**src/rtl/ex_pkg.sv**
```systemverilog
// +----------------------------------------------------------------------+
// | ex_pkg: shared types and helpers for the EX result arbiter           |
// | Revision: 1.0                                                        |
// +----------------------------------------------------------------------+
`default_nettype none

package ex_pkg;

  localparam int SEL_W = 4;
  localparam logic [SEL_W-1:0] IDLE_SEL = 4'hF;

  typedef enum logic [0:0] {
    IDLE  = 1'b0,
    DRIVE = 1'b1
  } state_e;

  // Mux input i sits behind select code i+1; code 0 is never used.
  function automatic logic [SEL_W-1:0] src_to_sel(input logic [SEL_W-1:0] idx);
    return idx + 4'd1;
  endfunction

endpackage

`default_nettype wire

```
**src/rtl/ex_src_pick.sv**
```systemverilog
// +----------------------------------------------------------------------+
// | ex_src_pick: masked circular priority picker starting at a pointer   |
// | Revision: 1.0                                                        |
// +----------------------------------------------------------------------+
`default_nettype none

module ex_src_pick
  import ex_pkg::*;
#(
  parameter int NUM_SRC = 10
) (
  input  logic [NUM_SRC-1:0] req,
  input  logic [NUM_SRC-1:0] mask,
  input  logic [SEL_W-1:0]   start,
  output logic               found,
  output logic [SEL_W-1:0]   idx
);

  logic [NUM_SRC-1:0] w_cand;
  int                 w_pos;

  assign w_cand = req & ~mask;

  always_comb begin
    found = 1'b0;
    idx   = '0;
    w_pos = 0;
    for (int k = 0; k < NUM_SRC; k++) begin
      w_pos = int'(start) + k;
      if (w_pos >= NUM_SRC) begin
        w_pos = w_pos - NUM_SRC;
      end
      if (!found && w_cand[w_pos]) begin
        found = 1'b1;
        idx   = SEL_W'(w_pos);
      end
    end
  end

endmodule

`default_nettype wire

```
**src/rtl/ex_result_arb.sv**
```systemverilog
// +----------------------------------------------------------------------+
// | ex_result_arb: shares the 10:1 EX result mux between result sources  |
// | Build option: RESULT_ARB_RR_EN selects round-robin, else fixed prio  |
// | Revision: 1.0                                                        |
// +----------------------------------------------------------------------+
`default_nettype none

module ex_result_arb
  import ex_pkg::*;
#(
  parameter int NUM_SRC     = 10,
  parameter int STALL_LIMIT = 15
) (
  input  logic               clk,
  input  logic               rst_n,
  input  logic [NUM_SRC-1:0] req,
  output logic [NUM_SRC-1:0] gnt,
  input  logic               flush,
  input  logic               wb_ready,
  output logic               wb_valid,
  output logic [SEL_W-1:0]   mux_sel,
  output logic [SEL_W-1:0]   wb_src,
  output logic               stall_err
);

  state_e             r_state;
  logic [7:0]         r_stall_cnt;
  logic               w_hs;
  logic [NUM_SRC-1:0] w_oh;
  logic [NUM_SRC-1:0] w_mask;
  logic [SEL_W-1:0]   w_start;
  logic [SEL_W-1:0]   w_ptr_next;
  logic               w_found;
  logic [SEL_W-1:0]   w_idx;

  assign w_hs       = (r_state == DRIVE) && wb_ready && !flush;
  assign w_oh       = NUM_SRC'(1) << wb_src;
  assign gnt        = (w_hs && rst_n) ? w_oh : '0;
  // Masking the outgoing winner keeps mux_sel moving between handshakes.
  assign w_mask     = w_hs ? w_oh : '0;
  assign w_ptr_next = (wb_src == SEL_W'(NUM_SRC - 1)) ? '0 : wb_src + 4'd1;

`ifdef RESULT_ARB_RR_EN
  logic [SEL_W-1:0] r_ptr;

  assign w_start = w_hs ? w_ptr_next : r_ptr;

  always_ff @(posedge clk) begin
    if (!rst_n) begin
      r_ptr <= '0;
    end else if (w_hs) begin
      r_ptr <= w_ptr_next;
    end
  end
`else
  assign w_start = '0;
`endif

  ex_src_pick #(
    .NUM_SRC (NUM_SRC)
  ) u_pick (
    .req   (req),
    .mask  (w_mask),
    .start (w_start),
    .found (w_found),
    .idx   (w_idx)
  );

  always_ff @(posedge clk) begin
    if (!rst_n) begin
      r_state     <= IDLE;
      wb_valid    <= 1'b0;
      mux_sel     <= IDLE_SEL;
      wb_src      <= '0;
      stall_err   <= 1'b0;
      r_stall_cnt <= '0;
    end else if (flush) begin
      r_state     <= IDLE;
      wb_valid    <= 1'b0;
      mux_sel     <= IDLE_SEL;
      stall_err   <= 1'b0;
      r_stall_cnt <= '0;
    end else begin
      case (r_state)
        IDLE: begin
          if (w_found) begin
            r_state     <= DRIVE;
            wb_valid    <= 1'b1;
            wb_src      <= w_idx;
            mux_sel     <= src_to_sel(w_idx);
            r_stall_cnt <= '0;
          end
        end
        DRIVE: begin
          if (wb_ready) begin
            r_stall_cnt <= '0;
            if (w_found) begin
              wb_src  <= w_idx;
              mux_sel <= src_to_sel(w_idx);
            end else begin
              r_state  <= IDLE;
              wb_valid <= 1'b0;
              mux_sel  <= IDLE_SEL;
            end
          end else begin
            if (r_stall_cnt < 8'(STALL_LIMIT)) begin
              r_stall_cnt <= r_stall_cnt + 8'd1;
            end
            if (r_stall_cnt >= 8'(STALL_LIMIT - 1)) begin
              stall_err <= 1'b1;
            end
          end
        end
        default: r_state <= IDLE;
      endcase
    end
  end

  // A source must hold its request until it has been granted.
  generate
    for (genvar i = 0; i < NUM_SRC; i++) begin : g_req_hold
      a_req_hold : assert property (@(posedge clk) disable iff (!rst_n)
        (req[i] && !gnt[i]) |=> req[i]);
    end
  endgenerate

endmodule

`default_nettype wire

```
**config.mk**
```make
export PLATFORM = sky130hd
export DESIGN_NAME = ex_result_arb
export DESIGN_NICKNAME = d
export VERILOG_FILES = /design/src/rtl/ex_pkg.sv /design/src/rtl/ex_src_pick.sv /design/src/rtl/ex_result_arb.sv
export SDC_FILE = /design/constraint.sdc
export NUM_CORES = 1
export LEC_CHECK = 0
export CORE_MARGIN = 2
export CORE_UTILIZATION = 50
export CTS_BUF_LIST = sky130_fd_sc_hd__clkbuf_16
export CTS_CLUSTER_DIAMETER = 100
export DETAILED_ROUTE_END_ITERATION = 10
export PLACE_DENSITY = 0.84
export SKIP_CTS_REPAIR_TIMING = 1
export SKIP_LAST_GASP = 1
export SYNTH_ARGS = -nofsm -noshare
export SYNTH_HDL_FRONTEND = slang
export SYNTH_SLANG_ARGS = --single-unit
```
**constraint.sdc**
```tcl
create_clock -name clk -period 2.6 [get_ports clk]
set_input_delay 0.39 -clock clk [delete_from_list [all_inputs] [get_ports clk]]
set_output_delay 0.39 -clock clk [all_outputs]
set_load 0.005 [all_outputs]
```
# --- Word level (Yosys, flattened, before mapping) ---
# Cells that the tools add are included.
totals:
  output_inout_bits: 20
  in_bits: 14
  reg_bits: 19
  word_cells: 88
classes:
  reduce_logical: 28
  n_shift: 1
  order_cmp: 2
  n_mux: 39
  n_bitwise: 6
  eq_ne: 4
  n_addsub: 2
ops:
  columns: ["cell", "n"]
  rows:
  - ["$mux W4", 7]
  - ["$mux W8", 3]
  - ["$mux W10", 2]
  - ["$mux W1", 16]
  - ["$pmux W4 S2", 2]
  - ["$pmux W8 S2", 1]
  - ["$logic_and A1 B1 Y1", 12]
  - ["$mux W3", 4]
  - ["$and A10 B10 Y10", 1]
  - ["$logic_not A1 Y1", 10]
  - ["$not A10 Y10", 1]
  - ["$shl A1 B4 Y10 const A", 1]
  - ["$add A8 B1 Y8 const B", 1]
  - ["$ge A8 B4 Y1 const B", 1]
  - ["$lt A8 B4 Y1 const B", 1]
  - ["$reduce_and A2 Y1", 3]
  - ["$reduce_and A3 Y1", 2]
  - ["$add A4 B1 Y4 const B", 1]
  - ["$mux W2", 2]
  - ["$ne A2 B2 Y1 const B", 2]
  - ["$not A1 Y1", 4]
  - ["$pmux W1 S2", 2]
  - ["$ne A3 B2 Y1 const B", 1]
  - ["$ne A2 B1 Y1 const B", 1]
  - ["$reduce_or A2 Y1", 1]

# --- Depth between registers and ports, before layout ---
# Gate-level depths: netlist of run 1.
logic_depth:
  ltp_word: 37
  ltp_mapped: 11
  mapped_depth_nobuf: 10

# --- Hierarchy ---
# A second synthesis of run 1 with hierarchy kept.
unflattened:
  cells_unflattened: 510
  area_unflattened_um2: 3833.7
by_module_without_submodules:
  columns: ["mod", "instances", "area_each_um2", "cells_per_inst"]
  rows:
  - ["ex_src_pick", 1, 2808.9, 387]
  - ["ex_result_arb", 1, 1024.7, 123]

# --- Worst setup path before layout of run 1 ---
# Ideal clock, no wire load.
synth_timing:
  kind: "reg2reg"
  startpoint: "register wb_src[2]"
  endpoint: "register r_stall_cnt[7]"
  stages_incl_launch_ff: 12
  period_less_slack_ns: 2.385
  arrival_time_ns: 2.252
  setup_ns: 0.133
  t_required_ns: 2.467
  path_buffers: 1
  slack_ns: 0.215
  cell_sequence: "dfxtp_1 clkbuf_8 and3b_2 nand2_1 o31ai_4 nand2_1 nor2_1 ha_1 a21oi_1 and4_1 a31oi_1 nor2_1"
synth_between:
  elab_chain_cells: 34
synth_lines:
  columns: ["item", "line", "source"]
  rows:
  - ["start: declaration", "ex_result_arb.sv:22", "output logic [SEL_W-1:0] wb_src,"]
  - ["start signal: assignment", "ex_result_arb.sv:89", "wb_src <= w_idx;"]
  - ["start signal: assignment", "ex_result_arb.sv:98", "wb_src <= w_idx;"]
  - ["$shl A1 B4 Y10 *", "ex_result_arb.sv:37", "assign w_oh = NUM_SRC'(1) << wb_src;"]
  - ["$mux W10 *", "ex_result_arb.sv:40", "assign w_mask = w_hs ? w_oh : '0;"]
  - ["$not A10 Y10 *", "ex_src_pick.sv:22", "assign w_cand = req & ~mask;"]
  - ["$and A10 B10 Y10 *", "ex_src_pick.sv:22", null]
  - ["$mux W1", "ex_src_pick.sv:33", "if (!found && w_cand[w_pos]) begin"]
  - ["$logic_not A1 Y1", "ex_src_pick.sv:33", null]
  - ["$logic_and A1 B1 Y1", "ex_src_pick.sv:33", null]
  - ["$mux W1", "ex_src_pick.sv:33", null]
  - ["[... 18 more ...]", null, null]
  - ["$logic_not A1 Y1", "ex_src_pick.sv:33", null]
  - ["$logic_and A1 B1 Y1", "ex_src_pick.sv:33", null]
  - ["$mux W1", "ex_src_pick.sv:33", null]
  - ["$logic_not A1 Y1", "ex_src_pick.sv:33", null]
  - ["$logic_and A1 B1 Y1", "ex_src_pick.sv:33", null]
  - ["$mux W1 *", "ex_src_pick.sv:33", null]
  - ["$ne A2 B1 Y1 (no source line) *", null, null]
  - ["$reduce_and A2 Y1 (no source line) *", null, null]
  - ["end signal: assignment", "ex_result_arb.sv:107", "r_stall_cnt <= r_stall_cnt + 8'd1;"]
  - ["end: declaration", "ex_result_arb.sv:27", "logic [7:0] r_stall_cnt;"]
# Every way passes the cells marked *; elsewhere a longest branch is shown, timed or not.
# A chain may end at the register's enable or synchronous reset.

# --- Worst setup path in the final report of run 1 ---
layout_timing:
  startpoint: "register wb_src[3]"
  endpoint: "register mux_sel[1]"
layout_between:
  elab_chain_cells: 36
  elab_cells_between_ends: 48
  cone_classes: "1 x add/sub; 1 x eq/ne; 1 x shift; 24 x mux; 2 x bitwise; 19 x reduce/logical"
layout_lines:
  columns: ["item", "line", "source"]
  rows:
  - ["$shl A1 B4 Y10 *", "ex_result_arb.sv:37", null]
  - ["$mux W10 *", "ex_result_arb.sv:40", null]
  - ["$not A10 Y10 *", "ex_src_pick.sv:22", null]
  - ["$and A10 B10 Y10 *", "ex_src_pick.sv:22", null]
  - ["$mux W1", "ex_src_pick.sv:33", null]
  - ["$logic_not A1 Y1", "ex_src_pick.sv:33", null]
  - ["$logic_and A1 B1 Y1", "ex_src_pick.sv:33", null]
  - ["$mux W1", "ex_src_pick.sv:33", null]
  - ["[... 21 more ...]", null, null]
  - ["$logic_not A1 Y1", "ex_src_pick.sv:33", null]
  - ["$logic_and A1 B1 Y1", "ex_src_pick.sv:33", null]
  - ["$mux W4 *", "ex_src_pick.sv:33", null]
  - ["named net u_pick.idx[0]", "ex_src_pick.sv:16", "output logic [SEL_W-1:0] idx"]
  - ["$add A4 B1 Y4 *", "ex_pkg.sv:19", "return idx + 4'd1;"]
  - ["$mux W4", "ex_result_arb.sv:97", "if (w_found) begin"]
  - ["$mux W4", "ex_result_arb.sv:95", "if (wb_ready) begin"]
  - ["$pmux W4 S2 *", "ex_result_arb.sv:84", "case (r_state)"]
  - ["end signal: assignment", "ex_result_arb.sv:90", "mux_sel <= src_to_sel(w_idx);"]
  - ["end signal: assignment", "ex_result_arb.sv:99", "mux_sel <= src_to_sel(w_idx);"]
  - ["end: declaration", "ex_result_arb.sv:21", "output logic [SEL_W-1:0] mux_sel,"]
# The timed path passes the listed nets; every way through them passes the cells marked *. The select of a mux whose other input is x is not followed.

==> flow_summary_export.csv, run 1 <==
group,metric,value,unit
global_route,antenna_found_initial,0,
pwr,max-vdd-ir-drop,0.000564,V
routing,dr.pass1.iters,5,
cells_and_area,area_delta_synth_final,48.0,%
timing,finalHoldViolations,0,
routing,routed_via_density,6.15,
timing,setup_viol,0,
global_route,grt_use_total,0.280,
routing,wl_per_cell,17.0,um
routing,drtIter0Drc,104,
routing,drc,0,
clocking,cts.clk_slew.worst_paths,0.05,ns
die,num_rows,19,
timing,min_period,2.50,ns
worst_setup_path,crit_fanout,5,
cells_and_area,diodes,0,
global_route,met3_usage,0.0625,
timing,fin_crit_sh,0.963,
placement,place_hpwl,3.35,mm
logic_synthesis,synth_area,1460,um2
global_route,grt_max_degree,12,
clocking,clock_path_buffers,2,
die,core-area,2760,um2
run,max_cap_viol_count,0,
worst_setup_path,crit_slowest_cell,"dfxtp_1",
worst_hold_path,min_path_type,"flip-flop to flip-flop",
worst_setup_path,cp-end-kind,"flip-flop",
worst_setup_path,startpoint_type,"flip-flop",
cells_and_area,fin_cells,280,
global_route,grt_pass1_vias,1593,
timing,worst_pin_slew,0.502,ns
worst_setup_path,cp_top_family,"compound AO/OA/AOI/OAI gates",
logic_synthesis,ys_types,59,
timing,fin_worst_skew,0.000892,ns
logic_synthesis,ys_top_cells_by_area,"dfxtp_1, nor2_1, mux2i_1",
global_route,overflow,0,
timing,max_freq,400,MHz
cells_and_area,final-seq-area,382,um2
timing,drv_slew,0,
worst_setup_path,cpPeakStageDelay,0.38,ns
worst_setup_path,cp.required,2.74,ns
global_route,grt_busiest_layer,"met2",
logic_synthesis,synth_common_cells,"nor2_1, dfxtp_1, nand2_1",
die,die_area,3370,um2
die,die_height,58.0,um
clocking,cts-root-buf,"clkbuf_16",
global_route,grt_pass1_wl,7.36,mm
logic_synthesis,synth_edf_count,0,
logic_synthesis,synth-async-reset-ratio,0,
die,ios,34,
worst_setup_path,crit_top_cell,"buf_4",
clocking,clock_latency,0.25,ns
logic_synthesis,synth_seq_cells,19,
cells_and_area,drive_gt1_frac,0.233,
logic_synthesis,yosysSeqAreaShare,0.260,
placement,pre_cts_ws,-0.307,ns
cells_and_area,nets,268,
logic_synthesis,synth_top_cell_by_area,"dfxtp_1",
worst_setup_path,cp.arrival,2.64,ns
worst_setup_path,path_class,"flip-flop to flip-flop",
status,status,"completed",
logic_synthesis,yosysTopAreaCellShare,0.260,
clocking,numCtsBuffers,3,
cells_and_area,multi_input_area,1030,um2
logic_synthesis,ys_warn_count,0,
clocking,ctsHtreeMaxLevel,1,
pwr,power.leakage,0.915,nW
clocking,cts_tree,"built",
worst_setup_path,crit_buf_inv,3,
global_route,grt_util_met1,0.351,
timing,slew_headroom,0.664,
placement,io_buffers,33,
die,die_w,58.0,um
cells_and_area,fillers,187,
placement,dp_cells,275,
pwr,powerDensity,378,nW/um2
routing,ant_nets,0,
global_route,grt_use_met2,0.474,
worst_setup_path,path_cells,"nor4bb_4, buf_4, buf_4, a2bb2oi_1, nand3b_1, a32o_2, a22oi_2, inv_1, ha_1, o32a_1",
timing,fin_ws,0.0971,ns
clocking,clock_sinks,19,
routing,wirelength,4.77,mm
placement,place_congestion,0.976,
die,initial_core_util,0.529,
logic_synthesis,syn-num-nets,204,
logic_synthesis,synth_flop_cell,"dfxtp_1",
timing,rsz0062_at_grt,"no",
logic_synthesis,avgSynthCellArea,7.85,um2
logic_synthesis,yosysMostFrequentCell,"nor2_1",
logic_synthesis,syn_inst,186,
routing,num_vias,1723,
==> cell type report <==
cell class,count,area share
flip-flops and latches,19,0.177
well taps,31,0.0180
clock buffers,3,0.0347
multi-input cells,150,0.477
inverters,9,0.0156
clock inverters,1,0.00174
repair buffers,67,0.277
==> kinds of logic after synthesis <==
kind of cell / after synthesis / share of synthesized area
AOI/OAI and AO/OA: 49 / 0.287
xor gates and xnor gates: 2 / 0.0120
adders and majority gates: 4 / 0.0343
buffers and inverters: 17 / 0.0548
DFF: 19 / 0.260
muxes: 7 / 0.0480
and+or+nand+nor: 88 / 0.303
==> routing by layer <==
layer  part of all wire  vias up
met4              0.031        0
met3              0.066       20
met1               0.42      806
li1                   -      813
met5                  0        -
met2               0.49       84
==> final timing paths <==
check	from	endpoint	slack, ns	cells past startpoint
min	stall_err$_SDFFE_PP0P_	stall_err$_SDFFE_PP0P_	0.49	2
max	wb_src[3]$_SDFFE_PN0P_	mux_sel[1]$_SDFFE_PP1P_	0.1	10
min reg2reg	stall_err$_SDFFE_PP0P_	stall_err$_SDFFE_PP0P_	0.49	2
max reg2reg	wb_src[3]$_SDFFE_PN0P_	mux_sel[1]$_SDFFE_PP1P_	0.1	10
==> placed cells by master (no fill, tap or decap), types with 3 or more instances in the layout <==
cell	instances
nand2_1	18
ha_1	4
clkbuf_16	3
dfxtp_1	18
a32oi_1	3
inv_1	10
nor2_1	30
buf_4	34
dlymetal6s2s_1	5
nor2b_1	6
mux2i_1	7
nand2b_1	3
nand3_1	4
o21ai_0	5
a21oi_1	8
and2_1	4
nor4_1	4
clkdlybuf4s50_1	28
o22a_1	3
==> registers in the layout, indices dropped and copies added (netlist names) <==
name	flops
wb_src	4
r_state	1
wb_valid	1
r_stall_cnt	8
mux_sel	4
stall_err	1
==> report_power, final <==
group | total, W | internal (W) | switching, W
Combinational | 0.000191 | 0.0000982 | 0.0000929
Sequential | 0.000313 | 0.000300 | 0.0000122
Clock | 0.000312 | 0.000205 | 0.000107
Total | 0.000816 | 0.000603 | 0.000213
==> worst min-delay path, stage by stage (launching register included) <==
cell	delay, ns
dfxtp_1	0.34
nor2_1	0.05
nor2_1	0.07
==> metrics by stage <==
step | power (W) | TNS (ns) | cell area (um2) | utilization | hold slack (ns)
after floorplan | 0.000403 | 0 | 1460 | - | 0.438
after global placement | 0.000492 | -0.866 | 2030 | 0.736 | 0.453
after detailed placement | 0.000497 | -1.77 | 2030 | 0.736 | 0.471
after CTS | 0.000804 | -0.886 | 2110 | 0.765 | 0.488
after global routing | 0.000841 | 0 | 2160 | 0.784 | 0.502
final | 0.000816 | 0 | 2160 | 0.784 | 0.486
Power figures use the tool's default switching activity.
==> run 2: changes to the inputs <==
- clock period: 2.6 -> 2.5 ns (I/O delays scaled with it)
==> run 2 against run 1 <==
Against the previous run:
- cell area down 0.41%
- first-iteration DRC count up 13%
- via count down 0.75%
- non-clock buffer count down 1
- power up 3.2%
- worst hold slack better by 0.0056 ns
- sequential share of layout area up 0.30 points
- clock skew up 0.0019 ns
- utilization down 0.32 points
- sequential power up 4%
- die area unchanged
- largest cell class unchanged
==> flow_summary_export.csv, run 2 (same netlist as run 1, synthesis figures left out) <==
group,metric,value,unit
cells_and_area,drive_gt1_frac,0.234,
worst_setup_path,cp-end-kind,"flip-flop",
global_route,overflow,0,
run,max_cap_viol_count,0,
worst_setup_path,reg2reg_setup_slack,0.07,ns
clocking,cts_tree,"built",
clocking,cts.clk_slew.worst_paths,0.05,ns
routing,wl_per_cell,16.7,um
global_route,grt_max_degree,16,
cells_and_area,diodes,0,
worst_hold_path,hold_path.startpoint,"stall_err$_SDFFE_PP0P_",
die,die_w,58.0,um
clocking,clock_sinks,19,
worst_setup_path,startpoint_type,"input pin",
cells_and_area,layout_common_cells,"buf_4, nor2_1, clkdlybuf4s50_1",
timing,drv_slew,0,
global_route,grt_busiest_layer,"met2",
die,initial_core_util,0.529,
clocking,cts-root-buf,"clkbuf_16",
die,core-area,2760,um2
global_route,antenna_found_initial,0,
cells_and_area,fillers,185,
pwr,power.leakage,0.909,nW
die,die_area,3370,um2
worst_setup_path,cp_top_family,"simple AND/OR/NAND/NOR gates",
worst_hold_path,min_path_type,"flip-flop to flip-flop",
global_route,grt_pass1_wl,7.26,mm
worst_setup_path,path_cells,"clkdlybuf4s50_1, nor3_1, a41oi_1, o31ai_4, nand2_1, nor2_2, ha_1, a21oi_1, and4_1, a31oi_1, nor2_1",
global_route,grt_pass1_vias,1598,
die,ios,34,
cells_and_area,layout_commonest_cell,"buf_4",
worst_setup_path,cp.arrival,2.61,ns
clocking,clock_latency,0.25,ns
clocking,clock_path_buffers,2,
timing,setup_viol,0,
worst_setup_path,crit-reg2reg-launch,"wb_src[1]$_SDFFE_PN0P_",
cells_and_area,largest_reg_flops,8,
routing,drc,0,
cells_and_area,area_delta_synth_final,47.4,%
timing,rsz0062_at_grt,"yes",
timing,min_period,2.49,ns
timing,fin_worst_skew,0.00281,ns
worst_setup_path,crit_slowest_cell,"clkdlybuf4s50_1",
worst_setup_path,crit_buf_inv,1,
worst_hold_path,hold_end,"stall_err$_SDFFE_PP0P_",
worst_setup_path,path_class,"input pin to flip-flop",
placement,place_hpwl,3.41,mm
placement,io_buffers,33,
global_route,grt_use_met2,0.477,
placement,pre_cts_ws,-0.350,ns
timing,fin_crit_sh,0.995,
global_route,grt_use_total,0.275,
timing,slew_headroom,0.699,
worst_setup_path,r2r-end,"r_stall_cnt[7]$_SDFFE_PP0P_",
routing,wirelength,4.65,mm
timing,max_freq,402,MHz
worst_setup_path,cp.required,2.62,ns
worst_setup_path,r2r_cells,11,
worst_setup_path,cpPeakStageDelay,0.48,ns
die,die_height,58.0,um
cells_and_area,largestRegisters,"r_stall_cnt: 8 flops, mux_sel: 4 flops, wb_src: 4 flops",
global_route,met3_usage,0.0513,
pwr,powerDensity,391,nW/um2
worst_hold_path,hold_depth,2,
timing,fin_ws,0.0123,ns
cells_and_area,top_register,"r_stall_cnt",
timing,worst_pin_slew,0.445,ns
clocking,numCtsBuffers,3,
cells_and_area,final_util,0.780,
routing,drtIter0Drc,118,
timing,fin_tns_setup,0,ns
global_route,grt_util_met1,0.343,
worst_setup_path,crit_fanout,5,
clocking,ctsHtreeMaxLevel,1,
timing,finalHoldViolations,0,
routing,ant_nets,0,
die,num_rows,19,
timing,worst_hold_slack,0.491,ns
cells_and_area,nets,267,
routing,num_vias,1710,
placement,place_congestion,0.923,
routing,dr.pass1.iters,4,
routing,routed_via_density,6.13,
status,status,"completed",
pwr,max-vdd-ir-drop,0.000679,V
## run 2: cell types whose count changed in the layout (fill, tap and decap cells not counted), sizes merged
| cell | before | now |
|---|---|---|
| buf | 34 | 33 |
## run 2: routing by layer
metal / share of wire / up-vias / wire length, um
met4: 0.017 / 0 / 80
met3: 0.069 / 12 / 319
met2: 0.49 / 81 / 2260
met1: 0.43 / 802 / 1980
met5: 0 / - / 0
li1: - / 815 / -
## run 2: cell type report
| type | count | area (um2) | area share |
|---|---|---|---|
| multi-input combinational | 150 | 1020 | 0.476 |
| tap | 31 | 38.8 | 0.0180 |
| clock inverter | 1 | 3.75 | 0.00174 |
| sequential | 19 | 387 | 0.180 |
| timing repair buffer | 66 | 591 | 0.274 |
| inverter | 9 | 33.8 | 0.0157 |
| clock buffer | 3 | 75.1 | 0.0349 |
## run 2: where the power goes
part           switching [W]  leakage [nW]  total, W  internal, W
logic              0.0000959         0.710  0.000197     0.000101
clock network       0.000108        0.0423  0.000321     0.000213
registers          0.0000115         0.156  0.000324     0.000312
## run 2: worst register-to-register path, delay by kind of cell (launching register included)
family / cells / cell delay, ns
DFF: 1 / 0.44
buffers and inverters: 1 / 0.17
AOI/OAI and AO/OA: 4 / 0.56
and+or+nand+nor: 5 / 0.94
adders and majority gates: 1 / 0.20
## run 2: through the flow
stage | cell area, um2 | total power [W] | std cells
finish | 2150 | 0.000842 | 279
global route | 2150 | 0.000872 | 279
CTS | 2100 | 0.000835 | 278
detailed placement | 2020 | 0.000517 | 274
global placement | 2020 | 0.000511 | 274
floorplan | 1460 | 0.000419 | 186
## run 2: worst max path at each step
stage	start	endpoint	slack (ns)	cells after the start
after floorplan	wb_src[2]$_SDFFE_PN0P_	r_stall_cnt[7]$_SDFFE_PP0P_	0.12	11
after global placement	wb_ready	r_stall_cnt[7]$_SDFFE_PP0P_	-0.30	12
after detailed placement	wb_ready	r_stall_cnt[7]$_SDFFE_PP0P_	-0.35	12
after CTS	wb_ready	gnt[7]	-0.22	8
after global routing	req[1]	r_stall_cnt[7]$_SDFFE_PP0P_	-0.08	11
final	req[1]	r_stall_cnt[7]$_SDFFE_PP0P_	0.01	11
==> run 3: changes to the inputs <==
- CORE_UTILIZATION: 50 -> 45
- PLACE_DENSITY: 0.84 -> default
- PLACE_DENSITY_LB_ADDON: default -> 0.25
- clock period: 2.5 -> 2.2 ns (I/O delays scaled with it)
==> run 3 against run 2 <==
Against the previous run:
- sequential share of layout area is 1.4 points lower
- critical path type is now flip-flop to flip-flop
- the flow now finishes with violations (setup timing)
- sequential cell count stayed put
- global-route usage fell by 2.1 points
- largest power group unchanged
- power grew 16%
- die area up 10%
- utilization decreased by 1.7 points
==> flow_summary_export.csv, run 3 (same netlist as run 1, synthesis figures left out) <==
group,metric,value,unit
global_route,antenna_found_initial,0,
worst_hold_path,min_path_type,"flip-flop to flip-flop",
worst_setup_path,startpoint_type,"flip-flop",
die,die_w,61.0,um
pwr,powerDensity,418,nW/um2
routing,routed_via_density,5.83,
clocking,numCtsBuffers,3,
worst_hold_path,hold_path.startpoint,"stall_err$_SDFFE_PP0P_",
cells_and_area,largest_reg_flops,8,
die,initial_core_util,0.474,
cells_and_area,multi_input_area,1130,um2
cells_and_area,area_delta_synth_final,60.8,%
global_route,overflow,0,
cells_and_area,nets,273,
timing,max_freq,447,MHz
worst_setup_path,cpPeakStageDelay,0.33,ns
placement,io_buffers,33,
worst_setup_path,path_class,"flip-flop to flip-flop",
timing,fin_tns_setup,-0.104,ns
cells_and_area,diodes,0,
worst_hold_path,hold_end,"stall_err$_SDFFE_PP0P_",
routing,ant_nets,0,
status,status,"finished with violations",
worst_setup_path,crit_fanout,4,
routing,drtIter0Drc,85,
cells_and_area,final_util,0.763,
worst_setup_path,path_cells,"nor4bb_4, buf_4, a2bb2oi_1, nand3b_1, a32o_2, a22oi_2, inv_1, ha_1, o32a_1",
clocking,ctsHtreeMaxLevel,1,
routing,num_vias,1737,
worst_setup_path,cp.required,2.34,ns
clocking,clock_path_buffers,2,
timing,finalHoldViolations,0,
worst_setup_path,r2r-end,"mux_sel[1]$_SDFFE_PP1P_",
routing,wl_per_cell,16.1,um
global_route,grt_use_total,0.254,
timing,drv_slew,0,
timing,fin_worst_skew,0.00142,ns
routing,wirelength,4.78,mm
worst_setup_path,crit_slowest_cell,"dfxtp_2",
clocking,cts-root-buf,"clkbuf_16",
placement,place_hpwl,3.51,mm
timing,rsz0062_at_grt,"yes",
timing,worst_pin_slew,0.545,ns
timing,fin_ws,-0.0364,ns
cells_and_area,final-seq-area,388,um2
global_route,grt_max_degree,12,
worst_setup_path,cp-end-kind,"flip-flop",
placement,place_congestion,0.850,
cells_and_area,drive_gt1_frac,0.315,
run,max_cap_viol_count,0,
placement,pre_cts_ws,-0.561,ns
worst_setup_path,r2r_cells,9,
routing,dr.pass1.iters,4,
die,num_rows,20,
die,core-area,3080,um2
timing,setup_viol,6,
cells_and_area,layout_common_cells,"buf_4, nor2_1, nand2_1, clkdlybuf4s50_1, dlymetal6s2s_1",
cells_and_area,top_register,"r_stall_cnt",
pwr,finalPower,0.000981,W
global_route,grt_pass1_wl,7.15,mm
timing,fin_crit_sh,1.02,
routing,drc,0,
clocking,clock_sinks,19,
pwr,max-vdd-ir-drop,0.000319,V
placement,place_area,2100,um2
die,ios,34,
worst_hold_path,hold_depth,2,
worst_setup_path,crit-reg2reg-launch,"r_state$_SDFF_PP0_",
cells_and_area,design_area,2350,um2
global_route,grt_pass1_vias,1633,
worst_setup_path,reg2reg_setup_slack,-0.04,ns
cells_and_area,largestRegisters,"r_stall_cnt: 8 flops, mux_sel: 4 flops, wb_src: 4 flops",
timing,min_period,2.24,ns
worst_setup_path,cp.arrival,2.37,ns
cells_and_area,layout_commonest_cell,"buf_4",
clocking,cts.clk_slew.worst_paths,0.05,ns
clocking,clock_latency,0.25,ns
die,die_height,61.0,um
clocking,cts_tree,"built",
timing,slew_headroom,0.635,
pwr,power.leakage,1.14,nW
die,die_area,3720,um2
cells_and_area,fillers,208,
status,violations,"setup timing",
## run 3: cell count changes in the layout (fill, tap and decap cells not counted), moves of 2 or more
cell	previous run	this run
a21oi_1	8	6
clkdlybuf4s50_1	28	17
nor4_1	4	1
dlymetal6s2s_1	5	16
a32oi_1	3	1
nor4_2	0	3
a32oi_2	0	2
buf_4	33	39
## run 3: area by class of cell
| class | count | area share |
|---|---|---|
| clock buffer | 3 | 0.0320 |
| inverter | 9 | 0.0144 |
| tap | 44 | 0.0234 |
| sequential | 19 | 0.165 |
| clock inverter | 1 | 0.00160 |
| timing repair buffer | 72 | 0.282 |
| multi-input combinational | 150 | 0.481 |
## run 3: worst max path at each step
stage	endpoint	slack, ns	from	cells after the start
finish	mux_sel[1]$_SDFFE_PP1P_	-0.04	r_state$_SDFF_PP0_	9
global route	r_stall_cnt[6]$_SDFFE_PP0P_	-0.12	r_state$_SDFF_PP0_	11
CTS	mux_sel[1]$_SDFFE_PP1P_	-0.30	req[5]	9
detailed placement	mux_sel[1]$_SDFFE_PP1P_	-0.56	req[5]	9
global placement	mux_sel[1]$_SDFFE_PP1P_	-0.53	wb_ready	9
floorplan	r_stall_cnt[7]$_SDFFE_PP0P_	-0.05	wb_src[2]$_SDFFE_PN0P_	11
## run 3: stage by stage
stage | hold slack [ns] | cells
final | 0.475 | 298
after CTS | 0.484 | 296
after floorplan | 0.438 | 186
after detailed placement | 0.472 | 292
after global routing | 0.507 | 298
after global placement | 0.453 | 292
## run 3: routing by layer
layer,part of all wire,vias up,track usage
li1,-,824,-
met5,0,-,0
met1,0.44,838,0.325
met2,0.50,73,0.449
met3,0.065,2,0.0554
met4,0.0021,0,0.0311
## run 3: report_power, final
group          switching, W  internal (W)
Clock              0.000124      0.000241
Sequential        0.0000108      0.000355
Combinational      0.000124      0.000125
Total              0.000259      0.000722
## run 3: critical path: cells and delay by family, from the launching register on
family / cells / cell delay, ns
and+or+nand+nor: 2 / 0.46
adders and majority gates: 1 / 0.27
buffers and inverters: 2 / 0.27
AOI/OAI and AO/OA: 4 / 0.78
DFF: 1 / 0.33
